$ cat src/rtl/adaptive_threshold_engine.sv
`timescale 1ns/1ps
`default_nettype none
// ============================================================================
// Module      : adaptive_threshold_engine
// Description : Streams one frame out of a pixel SRAM, compares every pixel
//               against the running mean of a short same-row window plus an
//               offset C, and writes a binary (0 / all-ones) result per pixel
//               into a result SRAM. Read-to-write latency is two cycles.
// Revision    : 1.0 - initial release
// ----------------------------------------------------------------------------
// Ports
//   Clk            clock, rising edge
//   Rst            asynchronous active-low reset
//   Go, Thr_C, Inv start request, offset C, inverse-output mode
//   P_Addr, P_Data, I_RW, I_En   pixel SRAM port (read only)
//   B_Addr, T_Out, O_RW, O_En    result SRAM port (write only)
//   Busy, Done     frame in progress / one-cycle completion pulse
//   Fg_Count       foreground write count (only with ATH_FGCOUNT_EN)
// Optional feature macro: ATH_FGCOUNT_EN
// ============================================================================
module adaptive_threshold_engine #(
    parameter int IMG_W   = 320,
    parameter int IMG_H   = 240,
    parameter int D_WIDTH = 8,
    parameter int A_WIDTH = 17,
    parameter int LOG_WIN = 3
) (
    input  logic               Clk,
    input  logic               Rst,
    input  logic               Go,
    input  logic [D_WIDTH-1:0] Thr_C,
    input  logic               Inv,
    output logic [A_WIDTH-1:0] P_Addr,
    input  logic [D_WIDTH-1:0] P_Data,
    output logic               I_RW,
    output logic               I_En,
    output logic [A_WIDTH-1:0] B_Addr,
    output logic [D_WIDTH-1:0] T_Out,
    output logic               O_RW,
    output logic               O_En,
    output logic               Busy,
    output logic               Done
`ifdef ATH_FGCOUNT_EN
    ,
    output logic [A_WIDTH-1:0] Fg_Count
`endif
);

    localparam int WIN   = 1 << LOG_WIN;
    localparam int SUM_W = D_WIDTH + LOG_WIN;
    localparam int COL_W = (IMG_W > 1) ? $clog2(IMG_W) : 1;
    localparam int ROW_W = (IMG_H > 1) ? $clog2(IMG_H) : 1;

    typedef enum logic [1:0] {
        S_IDLE  = 2'd0,
        S_RUN   = 2'd1,
        S_FLUSH = 2'd2
    } state_t;

    // Control and read-address stage
    state_t             state_q, state_d;
    logic [A_WIDTH-1:0] p_addr_q, p_addr_d;
    logic               i_en_q, i_en_d;
    logic [COL_W-1:0]   col_q, col_d;
    logic [ROW_W-1:0]   row_q, row_d;
    logic [D_WIDTH-1:0] thr_c_q, thr_c_d;
    logic               inv_q, inv_d;
    logic               busy_q, busy_d;
    logic               done_q, done_d;

    // Data-return stage: describes the pixel arriving on P_Data this cycle
    logic               rd_vld_q, rd_vld_d;
    logic               rd_col0_q, rd_col0_d;
    logic               rd_last_q, rd_last_d;
    logic [A_WIDTH-1:0] rd_addr_q, rd_addr_d;

    // Window state and write stage
    logic [D_WIDTH-1:0] win_q [WIN];
    logic [D_WIDTH-1:0] win_d [WIN];
    logic [SUM_W-1:0]   sum_q, sum_d;
    logic [A_WIDTH-1:0] b_addr_q, b_addr_d;
    logic [D_WIDTH-1:0] t_out_q, t_out_d;
    logic               o_en_q, o_en_d;
    logic               wr_last_q, wr_last_d;
`ifdef ATH_FGCOUNT_EN
    logic [A_WIDTH-1:0] fg_count_q, fg_count_d;
`endif

    logic               w_last_pix;
    logic [SUM_W-1:0]   w_sum_new;
    logic [D_WIDTH-1:0] w_mean;
    logic               w_fg;

    assign w_last_pix = (col_q == COL_W'(IMG_W - 1)) && (row_q == ROW_W'(IMG_H - 1));

    // Window arithmetic on the returning pixel. A row start fills the whole
    // window with the first pixel, so the mean there equals that pixel.
    always_comb begin
        if (rd_col0_q) begin
            w_sum_new = {{LOG_WIN{1'b0}}, P_Data} << LOG_WIN;
        end else begin
            // Intermediate wrap is harmless: the true result always fits SUM_W.
            w_sum_new = sum_q + SUM_W'(P_Data) - SUM_W'(win_q[WIN-1]);
        end
        w_mean = w_sum_new[SUM_W-1:LOG_WIN];
        // One extra bit so p + C cannot overflow.
        w_fg   = ({1'b0, P_Data} + {1'b0, thr_c_q}) > {1'b0, w_mean};
    end

    always_comb begin
        state_d   = state_q;
        p_addr_d  = p_addr_q;
        i_en_d    = i_en_q;
        col_d     = col_q;
        row_d     = row_q;
        thr_c_d   = thr_c_q;
        inv_d     = inv_q;
        busy_d    = busy_q;
        done_d    = 1'b0;

        rd_vld_d  = i_en_q;
        rd_col0_d = (col_q == '0);
        rd_last_d = i_en_q & w_last_pix;
        rd_addr_d = p_addr_q;

        win_d     = win_q;
        sum_d     = sum_q;
        b_addr_d  = b_addr_q;
        t_out_d   = t_out_q;
        o_en_d    = 1'b0;
        wr_last_d = 1'b0;
`ifdef ATH_FGCOUNT_EN
        fg_count_d = fg_count_q;
`endif

        if (rd_vld_q) begin
            sum_d = w_sum_new;
            if (rd_col0_q) begin
                for (int i = 0; i < WIN; i++) begin
                    win_d[i] = P_Data;
                end
            end else begin
                for (int i = WIN - 1; i > 0; i--) begin
                    win_d[i] = win_q[i-1];
                end
                win_d[0] = P_Data;
            end
            o_en_d    = 1'b1;
            b_addr_d  = rd_addr_q;
            t_out_d   = (w_fg ^ inv_q) ? {D_WIDTH{1'b1}} : {D_WIDTH{1'b0}};
            wr_last_d = rd_last_q;
`ifdef ATH_FGCOUNT_EN
            fg_count_d = fg_count_q + {{(A_WIDTH-1){1'b0}}, w_fg};
`endif
        end

        case (state_q)
            S_IDLE: begin
                if (Go) begin
                    state_d  = S_RUN;
                    p_addr_d = '0;
                    i_en_d   = 1'b1;
                    col_d    = '0;
                    row_d    = '0;
                    thr_c_d  = Thr_C;
                    inv_d    = Inv;
                    busy_d   = 1'b1;
`ifdef ATH_FGCOUNT_EN
                    fg_count_d = '0;
`endif
                end
            end
            S_RUN: begin
                if (col_q == COL_W'(IMG_W - 1)) begin
                    col_d = '0;
                    row_d = (row_q == ROW_W'(IMG_H - 1)) ? '0 : row_q + 1'b1;
                end else begin
                    col_d = col_q + 1'b1;
                end
                if (w_last_pix) begin
                    // P_Addr stays on the last address once reads stop.
                    state_d = S_FLUSH;
                    i_en_d  = 1'b0;
                end else begin
                    p_addr_d = p_addr_q + 1'b1;
                end
            end
            S_FLUSH: begin
                // The final result is on the write port this cycle.
                if (wr_last_q) begin
                    state_d = S_IDLE;
                    busy_d  = 1'b0;
                    done_d  = 1'b1;
                end
            end
            default: begin
                state_d = S_IDLE;
                i_en_d  = 1'b0;
                busy_d  = 1'b0;
            end
        endcase
    end

    always_ff @(posedge Clk or negedge Rst) begin
        if (!Rst) begin
            state_q   <= S_IDLE;
            p_addr_q  <= '0;
            i_en_q    <= 1'b0;
            col_q     <= '0;
            row_q     <= '0;
            thr_c_q   <= '0;
            inv_q     <= 1'b0;
            busy_q    <= 1'b0;
            done_q    <= 1'b0;
            rd_vld_q  <= 1'b0;
            rd_col0_q <= 1'b0;
            rd_last_q <= 1'b0;
            rd_addr_q <= '0;
            for (int i = 0; i < WIN; i++) begin
                win_q[i] <= '0;
            end
            sum_q     <= '0;
            b_addr_q  <= '0;
            t_out_q   <= '0;
            o_en_q    <= 1'b0;
            wr_last_q <= 1'b0;
`ifdef ATH_FGCOUNT_EN
            fg_count_q <= '0;
`endif
        end else begin
            state_q   <= state_d;
            p_addr_q  <= p_addr_d;
            i_en_q    <= i_en_d;
            col_q     <= col_d;
            row_q     <= row_d;
            thr_c_q   <= thr_c_d;
            inv_q     <= inv_d;
            busy_q    <= busy_d;
            done_q    <= done_d;
            rd_vld_q  <= rd_vld_d;
            rd_col0_q <= rd_col0_d;
            rd_last_q <= rd_last_d;
            rd_addr_q <= rd_addr_d;
            for (int i = 0; i < WIN; i++) begin
                win_q[i] <= win_d[i];
            end
            sum_q     <= sum_d;
            b_addr_q  <= b_addr_d;
            t_out_q   <= t_out_d;
            o_en_q    <= o_en_d;
            wr_last_q <= wr_last_d;
`ifdef ATH_FGCOUNT_EN
            fg_count_q <= fg_count_d;
`endif
        end
    end

    assign P_Addr = p_addr_q;
    assign I_En   = i_en_q;
    assign I_RW   = 1'b0;
    assign B_Addr = b_addr_q;
    assign T_Out  = t_out_q;
    assign O_En   = o_en_q;
    assign O_RW   = o_en_q;
    assign Busy   = busy_q;
    assign Done   = done_q;
`ifdef ATH_FGCOUNT_EN
    assign Fg_Count = fg_count_q;
`endif

endmodule
`default_nettype wire

$ cat config.mk
export PLATFORM = sky130hd
export DESIGN_NAME = adaptive_threshold_engine
export DESIGN_NICKNAME = d
export VERILOG_FILES = /design/src/rtl/adaptive_threshold_engine.sv
export SDC_FILE = /design/constraint.sdc
export NUM_CORES = 1
export LEC_CHECK = 0
export ABC_AREA = 1
export BUFFER_PORTS_ARGS = -buffer_cell sky130_fd_sc_hd__buf_2
export CORE_MARGIN = 2
export CORE_UTILIZATION = 55
export DETAILED_ROUTE_END_ITERATION = 8
export PLACE_DENSITY = 0.74
export SYNTH_ARGS = -nofsm -noshare
export SYNTH_HDL_FRONTEND = slang
export SYNTH_SLANG_ARGS = --single-unit
$ cat constraint.sdc
create_clock -name Clk -period 5.6 [get_ports Clk]
set_clock_uncertainty 0.2 [all_clocks]
set_input_delay 0.28 -clock Clk [delete_from_list [all_inputs] [get_ports Clk]]
set_output_delay 0.28 -clock Clk [all_outputs]
set_load 0.02 [all_outputs]
# After elaboration in Yosys (flattened, before gate mapping)
# Cells that the tools add are included.
[totals]
elab_cells = 83
reg_bits = 170
out_inout_bits = 48
[op_classes]
mux = 26
bitwise_logic = 4
n_eq_ne = 9
add_sub_neg = 6
reduce_logical = 11
magnitude_cmp = 1
[op_table]
columns = ["cell", "n"]
rows = [
  ["56-bit two-way mux", 1],
  ["17-bit two-way mux", 2],
  ["17-bit case mux with 2 select lines", 1],
  ["8-bit two-way mux", 4],
  ["9-bit two-way mux", 2],
  ["9-bit case mux with 2 select lines", 1],
  ["17-bit by 1-bit adder with 17-bit output, second input constant", 1],
  ["8-bit case mux with 2 select lines", 1],
  ["3-bit AND reduction", 5],
  ["11-bit by 8-bit adder with 11-bit output", 1],
  ["11-bit two-way mux", 1],
  ["11-bit by 8-bit subtractor with 11-bit output", 1],
  ["2-bit != test, second input constant", 5],
  ["8-bit by 8-bit adder with 9-bit output", 1],
  ["9-bit by 1-bit adder with 9-bit output, second input constant", 1],
  ["9-bit equality test, second input constant", 1],
  ["9-bit by 8-bit > comparator with 1-bit output", 1],
  ["9-bit logical NOT", 1],
  ["8-bit by 1-bit adder with 8-bit output, second input constant", 1],
  ["8-bit equality test, second input constant", 1],
  ["1-bit two-way mux", 7],
  ["2-bit two-way mux", 3],
  ["1-bit case mux with 3 select lines", 2],
  ["2-bit case mux with 3 select lines", 1],
  ["other kinds (9)", 11],
]

# Longest topological paths before layout
[depth]
ltp_word = 6
ltp_mapped = 28
depth_no_buf = 28

# Least setup slack after synthesis
# Ideal clock, no wire load.
[synth_timing]
path_kind = "reg2reg"
startpoint = "register win_q[3] (netlist name)"
endpoint = "register t_out_q[6], in the netlist T_Out[6]"
stages_incl_launch_ff = 25
synth_period_minus_slack_ns = 3.263
required_time_ns = 5.282
slack_ns = 2.337
t_arrival_ns = 2.945
setup_ns = 0.118
cell_sequence = "dfrtp_1 -> fa_1 -> inv_1 -> ha_1 -> a21oi_1 -> nand2_1 -> a21oi_1 -> xor2_1 -> nand2_1 -> nand2_1 -> inv_1 -> ha_1 -> nand2_1 -> nor2_1 -> nand2_1 -> nand3_1 -> nand2_1 -> nand2_1 -> nand2_1 -> nand2_1 -> nand2_1 -> nand2_1 -> nand2_1 -> nand3_1 -> nand2_1"
[synth_between]
elab_chain_len = 5
[synth_rtl]
columns = ["item", "line_no", "rtl"]
rows = [
  ["start: declaration", "78", "logic [D_WIDTH-1:0] win_q [WIN];"],
  ["start signal: indexed assignment", "245", "win_q[i] <= win_d[i];"],
  ["11-bit by 8-bit subtractor with 11-bit output", "103", "w_sum_new = sum_q + SUM_W'(P_Data) - SUM_W'(win_q[WIN-1]);"],
  ["11-bit two-way mux", "99", "if (rd_col0_q) begin"],
  ["9-bit by 8-bit > comparator with 1-bit output", "107", "w_fg = ({1'b0, P_Data} + {1'b0, thr_c_q}) > {1'b0, w_mean};"],
  ["1-bit XOR", "150", "t_out_d = (w_fg ^ inv_q) ? {D_WIDTH{1'b1}} : {D_WIDTH{1'b0}};"],
  ["8-bit two-way mux", "150", ""],
  ["end signal: assignment", "249", "t_out_q <= t_out_d;"],
  ["end: declaration", "82", "logic [D_WIDTH-1:0] t_out_q, t_out_d;"],
]
# No other way between the ends.
# A chain may end at the register's enable or synchronous reset.

# Final worst setup path
[layout_timing]
startpoint = "register win_q[2] (netlist name)"
endpoint = "register t_out_q[6], in the netlist T_Out[6]"
# Same word-level chain as after synthesis.

==> metrics <==
xor and xnor area share after synthesis=roughly 2.3%; share of cells above drive strength 1=12.0%; area grow syn2layout=14.1%; Commonest cells post-synth=nand2_1 (314), dfrtp_1 (163), inv_1 (104), nand3_1 (104), o21ai_0 (44); Pwr Density=roughly 270 nW/um^2; clock network fraction of design power=around 47%; EDFF count, synth=0; total of max-cap violations=0; most common cell in the netlist=nand2_1; CTS clk-pin slew, worst paths=0.06 ns; register area share after synthesis=50.9%; largest net degree at the start of global routing=103; post-synthesis mux area share=0%; Vias/cell=5.23; Starting Density=~56%; Data required, critical path=5.72 ns; Slew headroom=a little over a third; FFs w/ async S/R, synth=100%; DP Wirelength=11,400 um; DIE AREA=15,600 sq um; Synth Area in Compound Gates=6.30%; IO Pins=68; n_diodes=0; top cells by area, synth=dfrtp_1 (51%), nand2_1 (15%), nand3_1 (6.5%); pin slew with the least headroom to its limit=between 0.9 and 1 ns; Synth Net Count=1,013; Yosys top cell area share=50.9%; largest area contributor in the netlist=dfrtp_1; Crit path max-delay family=simple AND/OR/NAND/NOR gates; minimum hold slack=0.0184 ns; switching portion of total power=a little under a quarter; #FFs+latches synth=between 150 and 200; slowest cell delay on critical path=0.51 ns; sw power=576 uW; first-pass GRT wire length=29,400 um; drt total wl=between 15,000 and 20,000 um; core region area=14,400 sq um; Hold Vio Cnt, Final=0; Internal=1900 uW; # setup viols final=0; hold crit path type=in2reg; Synth Instances=953; Die Height=125 um; clk_lat worst skew=0.43 ns; CTS Buf Count=17; DRC violations left=0; post-CTS setup buffer count=0; VDD IR max=0.234 mV; CTS Sinks=~160; Die Wd=125 um; Root Buffer=clkbuf_16; per-cell routed wire length=14.1 um; mapped cell area=between 8000 and 9000 sq um; Crit-path slowest cell=fa_1; crit path DAT=3.72 ns; Layout Cells excl Fill=1,214; period utilisation layout=between 60 and 70%; Slew Viols, Final=0; fin nets=roughly 1,100; crit path cell chain=fa_1, inv_1, ha_1, nand2_1, o21ai_0, nand4_1, nand3_1, nand3_1, nand2_1, inv_1, ha_1, nand2_1, nor2_1, nand2_1, nand3_1, nand2_1, nand2_1, nand2_1, nand2_1, nand2_1, nand2_1, nand2_1, nand3_1, nand2_1; H-tree levels=4; row count=44; GRT overflow=0; post-layout min period=3.60 ns; status=complete, no violations; CTS tree=done; RSZ-0062 raised after global routing=false; Initial DRT Pass Iterations=4; CTS max path bufs=2; Total Routing Usage GR=23.3%; vias=6,351; combinational power share=5.5%; Tot Pwr=2470 uW; vias in the first global route=roughly 6,000; IO buf count=66; GPL Wtd Cong=0.875; DP Cell Count=1,171; P_leak=0.00471 uW; CP most frequent cell=nand2_1; crit end category=flip-flop; TNS Setup=0 ns; Synth Area in Simple Gates=between 20% and 30%; Synth Area in Adders=7.08%; crit path launch type=flip-flop; Highest Clock Rate=0.278 GHz; Avg Cell Area, Syn=8.42 sq um; critical path class=reg2reg; initial antenna violation count=0; Flop pwr share=47.6%; crit path max fanout=6; Post-DRT Antenna Nets=0; count of cell types in the netlist=40; Top FF cell, synth=dfrtp_1; Yosys warning count=0; CP Buf/Inv Count=2; main combinational cell family by area after synthesis=simple AND/OR/NAND/NOR gates; DR iter-0 viols=roughly 440
==> power by group through the flow <==
stage	clock (uW)	sequential, uW	combinational (uW)
floorplan	0	1200	77.4
global placement	0	1200	129
detailed placement	0	1200	130
CTS	1180	1180	137
global route	1240	1180	159
finish	1160	1180	136
==> cell families (layout without fill, tap and decap cells) <==
group | Yosys count | count (layout)
flops | 163 | 163
other cells | 1 | 1
compound gates | 92 | 92
simple gates | 487 | 487
xor+xnor | 21 | 21
buf+inv | 149 | 226
fa+ha+maj | 40 | 40
==> routing by layer <==
| metal | track usage (%) | wire length [um] |
|---|---|---|
| met2 | 36.9 | 8090 |
| met5 | 0 | 0 |
| met4 | 7.67 | 255 |
| met3 | 4.04 | 668 |
| met1 | 32.9 | 8150 |
==> cell type report <==
type / instances / area (sq um)
repair buffers: 82 / 484
fillers: 1179 / 5220
clock inverters: 14 / 153
inverters: 112 / 425
multi-input cells: 641 / 3340
well taps: 184 / 230
flip-flops and latches: 163 / 4080
clock buffers: 18 / 439
==> stage by stage <==
step	util [%]	instance area, sq um	worst slack [ns]
after detailed placement	58.8	8450	1.92
final	63.7	9150	2.00
after CTS	63.7	9150	2.03
after global routing	63.7	9150	1.59
after global placement	58.8	8450	2.02
after floorplan	-	8020	2.34
==> worst register-to-register path, delay by kind of cell (launching register included) <==
| family | cells | cell delay [ns] |
|---|---|---|
| and+or+nand+nor | 18 | 1.34 |
| buffers and inverters | 2 | 0.10 |
| DFF | 1 | 0.40 |
| adders and majority gates | 3 | 1.15 |
| AOI/OAI and AO/OA | 1 | 0.31 |
==> layout by cell type (no fill, tap or decap), types with 26 or more instances in the layout <==
cell / instances
inv_1: 103
o21ai_0: 44
dfrtp_1: 163
buf_2: 65
ha_1: 31
nand3_1: 104
nor2_1: 33
a21oi_1: 26
nand2_1: 314
==> path summary, 6_finish.rpt <==
path / slack, ns / end / cells after the start / from
max: 2.00 / T_Out[6]$_DFFE_PN0P_ / 24 / win_q[2]$_DFFE_PN0P_
min: 0.02 / win_q[62]$_DFFE_PN0P_ / 3 / P_Data[6]
max reg2reg: 2.00 / T_Out[6]$_DFFE_PN0P_ / 24 / win_q[2]$_DFFE_PN0P_
min reg2reg: 0.24 / rd_addr_q[16]$_DFF_PN0_ / 0 / P_Addr[16]$_DFFE_PN0P_
max in group asynchronous: 3.53 / win_q[46]$_DFFE_PN0P_ / 3 / Rst
min in group asynchronous: 0.31 / sum_q[2]$_DFFE_PN0P_ / 2 / Rst
==> registers in the layout, summed over array words and instances (netlist names), 2 cells and up <==
signal	cells
B_Addr	17
P_Addr	17
col_q	9
rd_addr_q	17
row_q	8
state_q	2
sum_q	11
thr_c_q	8
win_q	64
==> timing repair <==
action                                 in CTS  in global routing
resized for setup                           0                  0
endpoints found under the hold margin     111                  0
hold buffers                               11                  0
No activity file was read; power rests on OpenSTA's default activity.
